File: config.mk
export PLATFORM = sky130hd
export DESIGN_NAME = alu_sequencer
export DESIGN_NICKNAME = d
export VERILOG_FILES = /design/src/rtl/alu_sequencer.sv
export SDC_FILE = /design/constraint.sdc
export NUM_CORES = 1
export LEC_CHECK = 0
export BUFFER_PORTS_ARGS = -buffer_cell sky130_fd_sc_hd__clkbuf_2
export CORE_UTILIZATION = 35
export DETAILED_ROUTE_END_ITERATION = 6
export HOLD_SLACK_MARGIN = 0.15
export SYNTH_ARGS = -nofsm -noshare
export SYNTH_HDL_FRONTEND = slang
export SYNTH_SLANG_ARGS = --single-unit
export TNS_END_PERCENT = 5
File: constraint.sdc
create_clock -name clk -period 2.3 [get_ports clk]
set_input_delay 0.115 -clock clk [delete_from_list [all_inputs] [get_ports clk]]
set_output_delay 0.115 -clock clk [all_outputs]
set_load 0.01 [all_outputs]
File: src/rtl/alu_sequencer.sv
// -----------------------------------------------------------------------------
// alu_sequencer
//
// Multi-cycle controller that owns the accumulator (AC) and operand (R)
// registers around a combinational 16-bit ALU. It takes one command at a time
// over a valid/ready handshake and drives the ALU select while the command
// executes. The operation is repeated a programmable number of times, and each
// MUL pass holds the select for MUL_LAT cycles. Every pass writes the ALU
// result back into AC. Completion is signalled with a one-cycle done pulse.
//
// Parameters
//   MUL_LAT      cycles each MUL pass holds the select before capture (1..15)
//
// Ports
//   clk          rising-edge clock
//   rst_n        synchronous active-low reset
//   cmd_valid    command present
//   cmd_ready    sequencer idle and able to accept
//   cmd_op       ALU opcode (0 NOP .. B CLA, C-F pass R)
//   cmd_cnt      pass count, 0 treated as 1
//   cmd_operand  operand latched into R
//   alu_cs       ALU control select (NOP outside EXEC)
//   alu_acin     AC register driven to the ALU
//   alu_rin      R register driven to the ALU
//   alu_acout    ALU result (combinational)
//   ac_out       AC register
//   z_flag       zero flag of the last captured result
//   done         one-cycle completion pulse
//   busy         sequencer not idle
//
// Optional feature
//   ALU_SEQ_ZSTOP_EN  when defined, a zero result captured in EXEC ends the
//                     command immediately and clears the remaining passes.
// -----------------------------------------------------------------------------
module alu_sequencer #(
    parameter int MUL_LAT = 2
) (
    input  logic        clk,
    input  logic        rst_n,
    input  logic        cmd_valid,
    output logic        cmd_ready,
    input  logic [3:0]  cmd_op,
    input  logic [3:0]  cmd_cnt,
    input  logic [15:0] cmd_operand,
    output logic [3:0]  alu_cs,
    output logic [15:0] alu_acin,
    output logic [15:0] alu_rin,
    input  logic [15:0] alu_acout,
    output logic [15:0] ac_out,
    output logic        z_flag,
    output logic        done,
    output logic        busy
);

    localparam logic [1:0] ST_IDLE = 2'd0;
    localparam logic [1:0] ST_EXEC = 2'd1;
    localparam logic [1:0] ST_DONE = 2'd2;

    localparam logic [3:0] OP_NOP = 4'h0;
    localparam logic [3:0] OP_MUL = 4'h7;

    // Last value of the MUL wait counter; capture happens on this count.
    localparam logic [3:0] WAIT_LAST = 4'(MUL_LAT - 1);

    logic [1:0]  state_reg,  state_next;
    logic [3:0]  op_reg,     op_next;
    logic [15:0] r_reg,      r_next;
    logic [15:0] ac_reg,     ac_next;
    logic        z_reg,      z_next;
    logic [3:0]  passes_reg, passes_next;
    logic [3:0]  wait_reg,   wait_next;

    logic        capture;
    logic        result_zero;

    // A non-MUL op captures every EXEC cycle; MUL only at the end of its wait.
    assign capture     = (state_reg == ST_EXEC) &&
                         ((op_reg != OP_MUL) || (wait_reg == WAIT_LAST));
    assign result_zero = (alu_acout == 16'h0000);

    always_comb begin
        state_next  = state_reg;
        op_next     = op_reg;
        r_next      = r_reg;
        ac_next     = ac_reg;
        z_next      = z_reg;
        passes_next = passes_reg;
        wait_next   = wait_reg;

        case (state_reg)
            ST_IDLE: begin
                if (cmd_valid) begin
                    op_next     = cmd_op;
                    r_next      = cmd_operand;
                    passes_next = (cmd_cnt == 4'd0) ? 4'd1 : cmd_cnt;
                    wait_next   = 4'd0;
                    state_next  = ST_EXEC;
                end
            end

            ST_EXEC: begin
                if (op_reg == OP_MUL) begin
                    wait_next = capture ? 4'd0 : wait_reg + 4'd1;
                end
                if (capture) begin
                    ac_next     = alu_acout;
                    z_next      = result_zero;
                    passes_next = passes_reg - 4'd1;
`ifdef ALU_SEQ_ZSTOP_EN
                    if (result_zero) begin
                        passes_next = 4'd0;
                        state_next  = ST_DONE;
                    end else if (passes_reg == 4'd1) begin
                        state_next = ST_DONE;
                    end
`else
                    if (passes_reg == 4'd1) begin
                        state_next = ST_DONE;
                    end
`endif
                end
            end

            ST_DONE: begin
                state_next = ST_IDLE;
            end

            default: begin
                state_next = ST_IDLE;
            end
        endcase
    end

    always_ff @(posedge clk) begin
        if (!rst_n) begin
            state_reg  <= ST_IDLE;
            op_reg     <= OP_NOP;
            r_reg      <= 16'h0000;
            ac_reg     <= 16'h0000;
            z_reg      <= 1'b0;
            passes_reg <= 4'd0;
            wait_reg   <= 4'd0;
        end else begin
            state_reg  <= state_next;
            op_reg     <= op_next;
            r_reg      <= r_next;
            ac_reg     <= ac_next;
            z_reg      <= z_next;
            passes_reg <= passes_next;
            wait_reg   <= wait_next;
        end
    end

    // All control outputs decode registered state only.
    assign cmd_ready = (state_reg == ST_IDLE);
    assign busy      = (state_reg != ST_IDLE);
    assign done      = (state_reg == ST_DONE);
    assign alu_cs    = (state_reg == ST_EXEC) ? op_reg : OP_NOP;
    assign alu_acin  = ac_reg;
    assign alu_rin   = r_reg;
    assign ac_out    = ac_reg;
    assign z_flag    = z_reg;

endmodule

# Word level (Yosys, flattened, before mapping)
# Index checks and enable logic that the tools add are counted.
# totals
register_bits	47
input_bits	43
output_inout_bits	56
word_cells	44
# classes
add_sub_neg	2
eq_ne	10
n_mux	13
n_reduce_logical	12
# op_table
cell	count
two-way mux 4 bit	7
logical NOT 16 bit	1
case mux 4 bit (2 select lines)	2
AND reduction 3 bit	3
== test 4 x 1 -> 1 bit (second input constant)	2
two-way mux 2 bit	3
adder 4 x 1 -> 4 bit (second input constant)	1
== test 4 x 3 -> 1 bit (second input constant)	1
logical NOT 4 bit	1
inequality test 2 x 1 -> 1 bit (second input constant)	2
inequality test 2 bit (second input constant)	2
inequality test 4 x 3 -> 1 bit (second input constant)	1
case mux 2 bit (2 select lines)	1
AND reduction 2 bit	2
nonzero test 2 bit	2
subtractor 4 x 1 -> 4 bit (second input constant)	1
== test 2 x 1 -> 1 bit (second input constant)	1
== test 2 bit (second input constant)	1
logical NOT 2 bit	1
logical AND 1 bit	1
logical OR 1 bit	1

# Logic depth before layout (Yosys ltp)
# Gate-level depths: netlist of run 1.
# depth
depth_word	6
mapped_depth	8
mapped_depth_nobuf	6

# Worst setup path after synthesis of run 1
# Ideal clock, no wire load.
# synth_path
path_type	register to register
start	register wait_reg[0]
end	register passes_reg[3]
setup_ns	0.074
arrival_ns	1.438
required_ns	2.226
path_slack_ns	0.788
stages_incl_launch_ff	6
n_path_buf	0
period_less_slack_ns	1.512
cell_sequence	dfxtp_1 -> ha_1 -> nor3b_4 -> nor2_2 -> or4_1 -> a31oi_1
# synth_via
elab_chain_cells	5
# synth_rtl
item	line	rtl
start, declared	71	logic [3:0] wait_reg, wait_next;
start signal, assigned	150	wait_reg <= wait_next;
== test 4 x 1 -> 1 bit	78	((op_reg != OP_MUL) || (wait_reg == WAIT_LAST));
logical OR 1 bit	78	
logical AND 1 bit	77	assign capture = (state_reg == ST_EXEC) &&
inequality test 2 bit (no line)	-	
AND reduction 3 bit (no line)	-	
end signal, assigned	149	passes_reg <= passes_next;
end, declared	70	logic [3:0] passes_reg, passes_next;
# Every way passes these cells.
# A chain may end at the register's enable or synchronous reset.

# Final worst setup path of run 1
# Ends and elaborated chain as after synthesis.

==> flow_metrics.py, run 1 <==
metrics = {
    "timing": {
        "max_clock_freq_mhz": 608,
        "setup_viol": 0,
        "post-route-min-period_ns": 1.64,
        "tns_ns": 0,
        "tightestPinTransition_ns": 0.785,
        "rsz0062_at_grt": "no",
        "whs_ns": 0.231,
        "drv_slew": 0,
        "timing.final.hold_violations": 0,
        "final.period_utilization_pct": 71.5,
        "max_slew_margin_pct": 47.6,
        "fin_skew_ns": 0.00451,
    },
    "power_and_ir_drop": {
        "power_switching_uw": 510,
        "internal_power_mw": 1.32,
        "clock_power_share_pct": 29.8,
        "vdd_drop_max_uv": 329,
        "power.static_leakage_nw": 1.35,
        "power.density_cell_area_nw_per_um2": 610,
        "power.share.sequential_pct": 49.5,
        "power.switching_fraction_pct": 27.9,
        "comb_power_share_pct": 20.7,
    },
    "synth": {
        "synth_area_leader_cell": "dfxtp_1",
        "synth-edff-count": 0,
        "synth_nets": 309,
        "synth_commonest_cells": "80 x nand2_1, 47 x dfxtp_1, 40 x a21oi_1",
        "yosys.cell_count.top_type": "nand2_1",
        "yosys.area.top_type_share_pct": 45.3,
        "post_synth_instance_area_um2": 2080,
        "yosys-top-cells-area": "dfxtp_1 45%, nand2_1 14%, a21oi_1 9.6%",
        "yosys_warnings": 0,
        "yosysUniqueCellTypes": 39,
        "share_of_synthesized_flip_flops_with_an_asynchronous_set_or_reset_pct": 0,
        "synth_area_per_cell_um2": 7.93,
        "syn-instance-count": 262,
        "yosys_register_bits": 47,
        "seq_area_frac_synth_pct": 45.3,
        "yosys_most_used_dff": "dfxtp_1",
    },
    "worst_setup_path": {
        "path_delay_family": "simple AND/OR/NAND/NOR gates",
        "timing.critical_path.cells": "ha_1, nor3b_4, nor2_2, or4_1, a31oi_1",
        "worstPathRequired_ns": 2.52,
        "cp_max_fo": 6,
        "end_kind": "register",
        "max_stage_delay_ns": 0.47,
        "critical_path_class": "register to register",
        "critical_path.slowest_cell": "or4_1",
        "timing.critical_path.from_type": "register",
        "worst-path-buf-inv": 0,
        "arrival_ns": 1.87,
    },
    "global_route": {
        "grt_antenna_before_repair": 0,
        "grt_max_degree": 46,
        "grt_pass1_vias": 1984,
        "globalRouteTotalUtil_pct": 18.0,
        "gr-total-overflow": 0,
        "grt_first_pass_wirelength_um": 8940,
    },
    "clock_network": {
        "cts_resized": 0,
        "clock_sink_count": 47,
        "cts_tree": "yes",
        "ctsHtreeMaxLevel": 2,
        "clockBufferDepth": 2,
        "tritoncts.num_buffers": 5,
        "clk_pin_slew_worst_paths_ns": 0.09,
        "cts_root_buffer": "clkbuf_8",
        "clkLatencyLatePin_ns": 0.30,
    },
    "detailed_routing": {
        "routed_via_density": 4.73,
        "dr_total_vias": 2149,
        "route.antenna.remaining_nets": 0,
        "router_iterations_before_antenna_repair": 6,
        "drc_errors": 0,
        "totalWireLength_um": 5410,
        "wire_per_inst_um": 11.9,
        "drt-initial-drc-count": 108,
    },
    "final_layout": {
        "regArea_um2": 941,
        "multi_input_combinational_cell_area_um2": 927,
        "post_route_cells_drive_above_1_share_pct": 30.9,
        "antennaDiodeCount": 0,
        "nets": 428,
        "final.fill_count": 570,
        "area.growth.synth_to_final_pct": 44.5,
    },
    "floorplan": {
        "fp.coreArea_um2": 5610,
        "die_width_um": 79.0,
        "floorplan.initialDensity_pct": 37.0,
        "floorplan.rows": 27,
        "dieArea_um2": 6250,
        "fp.dieH_um": 79.0,
        "io_pins": 99,
    },
    "placement": {
        "place_congestion": 0.765,
        "port-buffer-count": 98,
        "place_hpwl_um": 3510,
    },
    "status": {
        "status": "completed",
    },
    "hold_path": {
        "worstHoldPathType": "primary input to register",
    },
    "flow_run": {
        "drv.max_cap_violation_count": 0,
    },
}
==> worst min-delay path, cell delays in order <==
cell and delay [ns]:
clkbuf_2 0.09, nand2_1 0.05, o22ai_1 0.12, o21a_1 0.13
==> power by group through the flow <==
| stage | Clock (mW) | Combinational, mW | Sequential, mW |
|---|---|---|---|
| floorplan | 0 | 0.196 | 0.936 |
| global placement | 0 | 0.327 | 0.923 |
| detailed placement | 0 | 0.329 | 0.924 |
| CTS | 0.567 | 0.380 | 0.905 |
| global route | 0.613 | 0.423 | 0.913 |
| finish | 0.545 | 0.379 | 0.905 |
==> cell type report <==
type,count,share of cell area [%]
well taps,72,3.00
inverters,6,0.751
repair buffers,142,30.5
flip-flops and latches,47,31.4
clock buffers,7,3.21
clock inverters,1,0.250
multi-input cells,179,30.9
==> placed cells by master, fill, tap and decap left out, drive strengths merged, types with 2 or more instances in the layout <==
cell type      n
a21oi         40
a31oi          4
and2           4
buf            6
clkbuf       105
dfxtp         47
dlygate4sd3   38
ha             4
inv            6
nand2         80
nand3          6
nand4b         2
nor2           4
nor2b          3
nor3           2
nor3b          3
nor4           6
o21a           2
o21ai          5
or3            2
==> stage by stage <==
step | worst slack, ns | util (%) | power [mW] | std cells | cell area, um2
floorplan | 0.788 | - | 1.13 | 262 | 2080
global placement | 0.702 | 44.9 | 1.25 | 408 | 2520
detailed placement | 0.637 | 44.9 | 1.25 | 408 | 2520
CTS | 0.622 | 53.5 | 1.85 | 454 | 3000
global route | 0.518 | 53.5 | 1.95 | 454 | 3000
finish | 0.655 | 53.5 | 1.83 | 454 | 3000
==> layer usage <==
layer	GRT usage, %	routed length (um)	vias up
li1	-	-	1099
met1	22.4	2350	996
met2	31.6	2810	48
met3	4.02	195	6
met4	4.18	49	0
met5	0	0	-
==> path summary, 6_finish.rpt <==
path	from	slack, ns	depth (start not counted)	end
min	cmd_cnt[1]	0.23	4	passes_reg[1]$_SDFFE_PN0P_
min reg2reg	alu_rin[4]$_SDFFE_PN0P_	0.46	2	alu_rin[4]$_SDFFE_PN0P_
max	wait_reg[0]$_SDFFE_PN0P_	0.66	5	passes_reg[3]$_SDFFE_PN0P_
max reg2reg	wait_reg[0]$_SDFFE_PN0P_	0.66	5	passes_reg[3]$_SDFFE_PN0P_
==> kinds of logic (layout without fill, tap and decap cells) <==
family                   count (synthesis)  in the layout  synth area share [%]
adder cells (fa/ha/maj)                  4              4                  2.41
AND/OR/NAND/NOR                        119            119                  27.3
AO/OA/AOI/OAI                           56             56                  14.7
flip-flops                              47             47                  45.3
buffers and inverters                   36            156                  10.3
==> what timing repair did <==
item                      4_1_cts  5_1_grt
hold buffers                   38        0
setup buffers                   0        0
hold endpoints to repair       39        0
(Power assumes the default switching activity.)
==> run 2: changes to the inputs <==
clock period = 1.6 ns   (was 2.3 ns; I/O delays follow)
==> run 2 against run 1 <==
  * Sequential share of layout area shrank 2.0 points
  * Cell area grew 7.0%
  * Flip-flop and latch count is the same
  * Via count grew 4.3%
  * Global-route usage shrank 0.18 points
  * Core utilization grew 3.7 points
  * Count of clock-buffer cells in the layout shrank 2
  * Wire length grew 7.9%
  * Setup slack lost 0.63 ns
  * Clock skew grew 0.0050 ns
  * Hold slack lost 0.034 ns
  * Critical endpoint unchanged
==> flow_metrics.py, run 2 (synthesis results as in run 1) <==
metrics = {
    "timing": {
        "final.period_utilization_pct": 98.5,
        "rsz0062_at_grt": "yes",
        "max_clock_freq_mhz": 634,
        "tightestPinTransition_ns": 0.361,
        "drv_slew": 0,
        "fin_skew_ns": 0.00952,
        "post-route-min-period_ns": 1.58,
        "timing.final.hold_violations": 0,
        "max_slew_margin_pct": 75.8,
        "setup_viol": 0,
    },
    "final_layout": {
        "final_cell_count_without_fillers": 469,
        "final_common_cell": "clkbuf_2",
        "nets": 443,
        "area.growth.synth_to_final_pct": 54.6,
        "mostFrequentLayoutCells": "98 x clkbuf_2, 80 x nand2_1, 46 x dfxtp_1",
        "antennaDiodeCount": 0,
        "cell_area_after_layout_um2": 3210,
        "post_route_cells_drive_above_1_share_pct": 35.5,
    },
    "detailed_routing": {
        "router_iterations_before_antenna_repair": 4,
        "routed-wl-met3_um": 210,
        "wire_per_inst_um": 12.5,
        "drt-initial-drc-count": 80,
        "dr_total_vias": 2241,
        "drc_errors": 0,
        "met1Wirelength_um": 2610,
        "routed_via_density": 4.78,
        "route.antenna.remaining_nets": 0,
        "maxUsedRoutingLayer": "met4",
        "met2RoutedLength_um": 2970,
        "totalWireLength_um": 5840,
    },
    "placement": {
        "place_congestion": 0.772,
        "placedInstanceArea_um2": 2610,
        "place_hpwl_um": 3860,
        "dpl.cell_count": 416,
        "port-buffer-count": 98,
    },
    "global_route": {
        "grt_first_pass_wirelength_um": 8880,
        "grt_antenna_before_repair": 0,
        "grt_pass1_vias": 1977,
        "grt_max_degree": 19,
        "globalRouteTotalUtil_pct": 17.8,
        "gr-total-overflow": 0,
    },
    "clock_network": {
        "clk_pin_slew_worst_paths_ns": 0.09,
        "tritoncts.num_buffers": 5,
        "cts_root_buffer": "clkbuf_8",
        "clock_sink_count": 47,
        "clockBufferDepth": 2,
        "clkLatencyLatePin_ns": 0.30,
        "cts_tree": "yes",
        "ctsHtreeMaxLevel": 2,
    },
    "floorplan": {
        "floorplan.initialDensity_pct": 37.0,
        "fp.dieH_um": 79.0,
        "die_width_um": 79.0,
        "fp.coreArea_um2": 5610,
        "dieArea_um2": 6250,
        "io_pins": 99,
        "floorplan.rows": 27,
    },
    "power_and_ir_drop": {
        "power.density_cell_area_nw_per_um2": 832,
        "vdd_drop_max_uv": 385,
        "power.static_leakage_nw": 1.46,
    },
    "status": {
        "status": "completed",
    },
    "worst_setup_path": {
        "timing.critical_path.from_type": "register",
        "critical_path_class": "register to register",
        "arrival_ns": 1.81,
        "cp_max_fo": 5,
        "worstPathRequired_ns": 1.83,
        "end_kind": "register",
    },
    "flow_run": {
        "drv.max_cap_violation_count": 0,
    },
    "hold_path": {
        "worstHoldPathType": "primary input to register",
    },
}
==> run 2: changes by cell type in the layout (fill, tap and decap cells not counted), moves of 2 or more <==
cell	change
buf_12	+3
clkbuf_8	-2
a21oi_2	+4
a21oi_1	-4
clkbuf_16	+2
buf_4	+9
==> run 2: routing by layer <==
| metal | vias to the layer above | GRT usage [%] |
|---|---|---|
| li1 | 1133 | - |
| met1 | 1052 | 21.9 |
| met2 | 50 | 31.0 |
| met3 | 6 | 3.68 |
| met4 | 0 | 5.64 |
| met5 | - | 0 |
==> run 2: power breakdown <==
| part | switching, mW | internal (mW) |
|---|---|---|
| clock | 0.423 | 0.313 |
| sequential | 0.0525 | 1.25 |
| combinational | 0.313 | 0.323 |
| total | 0.789 | 1.88 |
==> run 2: layout make-up <==
cell class	count	area (um2)
Clock buffer	5	68.8
Clock inverter	3	23.8
Fill cell	515	2400
Inverter	6	22.5
Multi-Input combinational cell	179	958
Sequential cell	47	942
Tap cell	72	90.1
Timing Repair Buffer	157	1100
==> run 2: stage by stage <==
step	power [mW]	worst slack [ns]	hold slack, ns	setup TNS, ns	utilization (%)
after global routing	2.82	-0.0596	0.227	-0.395	57.3
final	2.67	0.0234	0.197	0	57.3
after CTS	2.66	0.0373	0.193	0	55.5
after detailed placement	1.85	-0.0140	0.311	-0.0140	46.6
after floorplan	1.63	0.0877	0.198	0	-
after global placement	1.84	0.0595	0.303	0	46.6
==> run 2: worst max-delay path: stages (launching register included) <==
cell	delay, ns
dfxtp_2	0.33
inv_1	0.05
ha_1	0.14
nor3b_4	0.28
nor2_2	0.11
or4_1	0.42
a31oi_1	0.18
==> run 2: repair_timing <==
item	CTS	global route
pin swaps	3	1
cloned	0	2
endpoints found under the setup margin	1	21
hold buffers	38	0
gates resized for setup	1	10
setup buffers	3	2
hold endpoints to repair	39	0
==> run 2: worst paths after layout <==
check,slack (ns),startpoint,cells after the start,to
max,0.02,wait_reg[1]$_SDFFE_PN0P_,6,passes_reg[3]$_SDFFE_PN0P_
min,0.20,cmd_cnt[1],4,passes_reg[1]$_SDFFE_PN0P_
max reg2reg,0.02,wait_reg[1]$_SDFFE_PN0P_,6,passes_reg[3]$_SDFFE_PN0P_
min reg2reg,0.46,alu_rin[15]$_SDFFE_PN0P_,2,alu_rin[15]$_SDFFE_PN0P_
